<file path="src/rtl/uc_dispatcher.sv">
// Consumer end of the unit-clause buffer: accepts an offered prefix into free per-engine slots,
// hands slots to BCP engines over valid/ready, and sequences start/drain/done for a solve round.
module uc_dispatcher #(
   parameter  int LIT_IDX_MAX = 1024,
   parameter  int CLA_LENGTH  = 3,
   parameter  int NUM_ENGINE  = 4,
   localparam int VAR_W       = $clog2(LIT_IDX_MAX) + 1,
   localparam int CL_W        = VAR_W * CLA_LENGTH,
   localparam int CNT_W       = $clog2(NUM_ENGINE) + 1
) (
   input  logic                       clock,
   input  logic                       reset,
   input  logic                       go_in,
   output logic                       start_out,
   input  logic                       start_in,
   input  logic                       empty_in,
   input  logic [NUM_ENGINE*CL_W-1:0] clause_in,
   input  logic [CNT_W-1:0]           clause_released_in,
   output logic [CNT_W-1:0]           clause_received_out,
   output logic [NUM_ENGINE-1:0]      eng_valid_out,
   output logic [NUM_ENGINE*CL_W-1:0] eng_clause_out,
   input  logic [NUM_ENGINE-1:0]      eng_ready_in,
   input  logic [NUM_ENGINE-1:0]      eng_busy_in,
   output logic                       done_out
);

   localparam logic [1:0] S_IDLE  = 2'd0;
   localparam logic [1:0] S_RUN   = 2'd1;
   localparam logic [1:0] S_DRAIN = 2'd2;
   localparam logic [1:0] S_DONE  = 2'd3;

   logic [1:0]                       state;
   logic [1:0]                       state_nxt;
   logic [NUM_ENGINE-1:0]            slot_valid;
   logic [NUM_ENGINE-1:0][CL_W-1:0]  slot_dat;
   logic [NUM_ENGINE-1:0]            load;
   logic [NUM_ENGINE-1:0][CL_W-1:0]  load_dat;
   logic [CNT_W-1:0]                 free_cnt;
   logic [CNT_W-1:0]                 rel_cnt;
   logic [CNT_W-1:0]                 recv;
   logic [CNT_W-1:0]                 k;
   logic                             accept_en;

   assign start_out           = (state == S_RUN) || (state == S_DRAIN);
   assign done_out            = (state == S_DONE);
   assign accept_en           = start_out && start_in && !reset;
   assign clause_received_out = recv;
   assign eng_valid_out       = slot_valid;
   assign eng_clause_out      = slot_dat;

   // Free count uses registered valids, so a slot handed off this cycle is refilled next cycle at the earliest.
   always_comb begin
      free_cnt = '0;
      for (int e = 0; e < NUM_ENGINE; e++) begin
         if (!slot_valid[e]) free_cnt = free_cnt + CNT_W'(1);
      end
      rel_cnt = (clause_released_in > CNT_W'(NUM_ENGINE)) ? CNT_W'(NUM_ENGINE) : clause_released_in;
      recv    = '0;
      if (accept_en) recv = (rel_cnt < free_cnt) ? rel_cnt : free_cnt;
      load     = '0;
      load_dat = '0;
      k        = '0;
      for (int e = 0; e < NUM_ENGINE; e++) begin
         if (!slot_valid[e] && (k < recv)) begin
            load[e]     = 1'b1;
            load_dat[e] = clause_in[k*CL_W +: CL_W];
            k           = k + CNT_W'(1);
         end
      end
   end

   always_comb begin
      state_nxt = state;
      case (state)
         S_IDLE:  if (go_in) state_nxt = S_RUN;
         S_RUN:   if (start_in && empty_in) state_nxt = S_DRAIN;
         S_DRAIN: begin
            if (start_in && !empty_in)
               state_nxt = S_RUN;
            else if (empty_in && !(|slot_valid) && !(|eng_busy_in))
               state_nxt = S_DONE;
         end
         S_DONE:  state_nxt = S_IDLE;
         default: state_nxt = S_IDLE;
      endcase
   end

   always_ff @(posedge clock) begin
      if (reset) begin
         state      <= S_IDLE;
         slot_valid <= '0;
         slot_dat   <= '0;
      end else begin
         state <= state_nxt;
         for (int e = 0; e < NUM_ENGINE; e++) begin
            if (load[e]) begin
               slot_valid[e] <= 1'b1;
               slot_dat[e]   <= load_dat[e];
            end else if (slot_valid[e] && eng_ready_in[e]) begin
               slot_valid[e] <= 1'b0;
            end
         end
      end
   end

endmodule

</file>
<file path="config.mk">
export PLATFORM = sky130hd
export DESIGN_NAME = uc_dispatcher
export DESIGN_NICKNAME = d
export VERILOG_FILES = /design/src/rtl/uc_dispatcher.sv
export SDC_FILE = /design/constraint.sdc
export NUM_CORES = 1
export LEC_CHECK = 0
export BUFFER_PORTS_ARGS = -buffer_cell sky130_fd_sc_hd__clkbuf_2
export CAP_MARGIN = 10
export CORE_MARGIN = 1
export CORE_UTILIZATION = 53
export DETAILED_ROUTE_END_ITERATION = 8
export GPL_TIMING_DRIVEN = 0
export HOLD_SLACK_MARGIN = 0.05
export PLACE_DENSITY = 0.86
export SYNTH_ARGS = -nofsm -noshare
export SYNTH_HDL_FRONTEND = slang
export SYNTH_SLANG_ARGS = --single-unit
</file>
<file path="constraint.sdc">
create_clock -name clock -period 14.6 [get_ports clock]
set_input_delay 2.92 -clock clock [delete_from_list [all_inputs] [get_ports clock]]
set_output_delay 2.92 -clock clock [all_outputs]
set_load 0.05 [all_outputs]
</file>
==> impl_metrics.json <==
{
  "p_leak_nw": 4.052,
  "cp-start-kind": "input pin",
  "synth_xor_area_share_pct": 0.5722,
  "min_period_ps": 8614,
  "design.core.area_sq_um": 13240,
  "drive_gt1_share_pct": 36.47,
  "wl_per_cell_um": 20.96,
  "antenna_found_initial": 0,
  "drc": 0,
  "cp.arrival_ps": 8930,
  "yosys_most_used_dff": "dfxtp_1",
  "p_sw_share_pct": 41.69,
  "path_class": "in2reg",
  "synth_top_area_cell": "dfxtp_1",
  "ant_nets": 0,
  "syn_area_sq_um": 7216,
  "reg2reg_depth": 29,
  "cp_data_required_time_ps": 14910,
  "area_delta_synth_final_pct": 31.97,
  "synth_compound_area_share_pct": 11.58,
  "power_density_nw_per_um2": 184.9,
  "max_freq_ghz": 0.1161,
  "fin_nets": 1214,
  "power_frac_clock_pct": 26.9,
  "rrSetupSlack_ps": 6540,
  "root_buffer": "clkbuf_16",
  "synth.top_cell.area_share_pct": 38.29,
  "tightest_slew_ps": 900.2,
  "yosysSeqAreaShare_pct": 38.29,
  "synth_top_family_by_area": "multiplexers",
  "end_kind": "flip-flop",
  "synth_cells": 744,
  "clock_skew_ps": 8.506,
  "grt_remaining_overflow": 0,
  "synthMuxAreaShare_pct": 22.18,
  "num_antenna_cells": 0,
  "cap_violations": 0,
  "wl_um": 25990,
  "synthAdderAreaFrac_pct": 2.601,
  "cts_resized": 0,
  "tns_ps": 0,
  "rsz0062_at_grt": "false",
  "grt_usage_pct": 36.96,
  "ys_ff_latch": 138,
  "start_util_pct": 54.49,
  "clock-sinks": 138,
  "synth_cell_type_count": 51,
  "postCtsSetupBuffers": 0,
  "fin_area_sq_um": 9523,
  "synth_nets": 907,
  "whs_path_depth": 2,
  "ys_async_sr_fraction_pct": 0,
  "ys_warn_count": 0,
  "power.switching_w": 0.0007343,
  "worst_hold_path.endpoint": "eng_clause_out[82]$_SDFFE_PP0P_",
  "clockBufferDepth": 2,
  "finalSetupViolCount": 0,
  "routabilityCongestion": 0.9275,
  "grt_pass1_wl_um": 39440,
  "crit_top_cell": "clkbuf_1",
  "firstDrtPassIters": 7,
  "fin_crit_sh_pct": 59.00,
  "die_w_um": 118.7,
  "grt_pass1_vias": 7308,
  "p_seq_share_pct": 27.2,
  "die_h_um": 118.7,
  "dpl-instance-area_sq_um": 8877,
  "cts_buffers": 17,
  "clkSlewWorstSetupHoldPaths_ps": 60,
  "tritoncts": "built",
  "worst_path_max_delay_cell": "mux2i_2",
  "max_stage_delay_ps": 640,
  "slew_violations": 0,
  "r2r-end": "eng_clause_out[114]$_SDFFE_PP0P_",
  "drt_iter0_markers": 860,
  "dp_hpwl_um": 19200,
  "synthTopCellsByArea": "dfxtp_1, mux4_2, mux4_1, nand2_1, a21oi_1",
  "p_int_w": 0.001027,
  "cts_hold_buffers": 0,
  "fp-row-count": 42,
  "cts_htree_levels": 4,
  "r2r-start": "eng_valid_out[0]$_SDFFE_PP0P_",
  "pin_count": 289,
  "vias": 7630,
  "synth-simple-area-share_pct": 19.68,
  "hold_viol_final": 0,
  "grt_max_degree": 17,
  "ir_worst_vdd_mv": 0.1296,
  "vias_per_cell": 6.153,
  "hold_path_startpoint": "eng_clause_out[82]$_SDFFE_PP0P_",
  "cp_max_fo": 10,
  "dieArea_sq_um": 14080,
  "path_cells": "clkbuf_2, clkbuf_1, ha_1, o21ba_2, nor3_1, nor2_2, nand4b_1, nand2_1, clkbuf_1, ha_1, clkbuf_1, nor3_1, o21ai_2, a21oi_4, mux2i_2, buf_6, ha_1, a311oi_1, nor2_1, o41a_1, nor2_1, nor2_1, clkbuf_1, a22o_1",
  "comb_power_share_pct": 45.9,
  "hp-class": "reg2reg",
  "status": "finished clean",
  "slew_headroom_pct": 39.49,
  "io_buffer_count": 288,
  "synth_edf_count": 0,
  "fin_util_pct": 71.91,
  "synth_area_per_cell_sq_um": 9.698,
  "clk_latency_ps": 420
}
## area by class of cell
type                       count  area [sq um]
multi-input combinational    526          4085
fill                        1003          3720
sequential                   138          2763
timing repair buffer         288          1441
clock buffer                  22         484.2
buffer                        65         311.5
tap                          176         220.2
clock inverter                10         161.4
inverter                      15         56.30
## sequential cells by signal (all words and copies together), names as in the netlist
signal          flops
eng_clause_out    132
state               2
eng_valid_out       4
## power groups by stage
stage               Clock (W)  Sequential [W]  Combinational (W)
detailed placement          0        0.000483           0.000800
finish               0.000474        0.000479           0.000809
global placement            0        0.000481           0.000785
floorplan                   0        0.000683           0.000406
global route         0.000491        0.000484           0.000853
CTS                  0.000473        0.000477           0.000804
## metal layers
layer  part of all wire (%)  track usage (%)  vias up
met5                      0                0        -
met4                    3.2            13.69        0
met3                     10            8.301       75
met2                     49            62.32      564
met1                     38            46.22     3626
li1                       -                -     3365
## worst max-delay path: cells and delay by family
| family | cells | cell delay (ps) |
|---|---|---|
| mux | 1 | 640 |
| fa+ha+maj | 3 | 860 |
| simple gates | 8 | 1570 |
| buf+inv | 6 | 1510 |
| compound gates | 6 | 1400 |
## worst max path at each step
stage / from / to / slack (ps) / cells past startpoint
floorplan: clause_released_in[2] / eng_clause_out[102]$_SDFFE_PP0P_ / 7000 / 23
global route: clause_released_in[2] / eng_clause_out[124]$_SDFFE_PP0P_ / 5590 / 24
finish: clause_released_in[2] / eng_clause_out[114]$_SDFFE_PP0P_ / 5990 / 24
detailed placement: clause_released_in[2] / eng_clause_out[127]$_SDFFE_PP0P_ / 5570 / 24
global placement: clause_released_in[2] / eng_clause_out[124]$_SDFFE_PP0P_ / 5590 / 24
CTS: clause_released_in[2] / eng_clause_out[124]$_SDFFE_PP0P_ / 6020 / 24
## logic make-up after synthesis
group           Yosys count
simple gates            311
compound gates          129
flops                   138
xor+xnor                  3
buf+inv                  80
mux                      68
fa+ha+maj                15
## Yosys cell counts, types with 4 or more instances
cell type,count
inv_1,14
buf_6,6
mux4_2,42
nor2_1,46
a21oi_1,76
nand2b_1,5
nor4_1,33
nand2_1,138
nor3_1,70
a22o_1,33
ha_1,15
mux4_1,24
buf_2,9
buf_1,4
clkbuf_1,43
dfxtp_1,138
## cell usage in the layout (no fill, tap or decap), types with 15 or more instances in the layout
master,count
a21oi_1,76
a22o_1,33
clkbuf_1,44
clkbuf_16,17
clkbuf_2,288
dfxtp_1,138
ha_1,15
mux4_1,24
mux4_2,42
nand2_1,138
nor2_1,46
nor3_1,70
nor4_1,33
## stage by stage
stage / setup slack [ps] / hold slack [ps] / instances / power [W]
after global routing: 5589 / 475.2 / 1240 / 0.001829
after global placement: 5587 / 441.6 / 1208 / 0.001266
after CTS: 6020 / 455.0 / 1240 / 0.001754
after detailed placement: 5571 / 446.7 / 1208 / 0.001283
final: 5986 / 454.3 / 1240 / 0.001761
after floorplan: 7001 / 494.3 / 744 / 0.001088
Power figures use the tool's default switching activity.
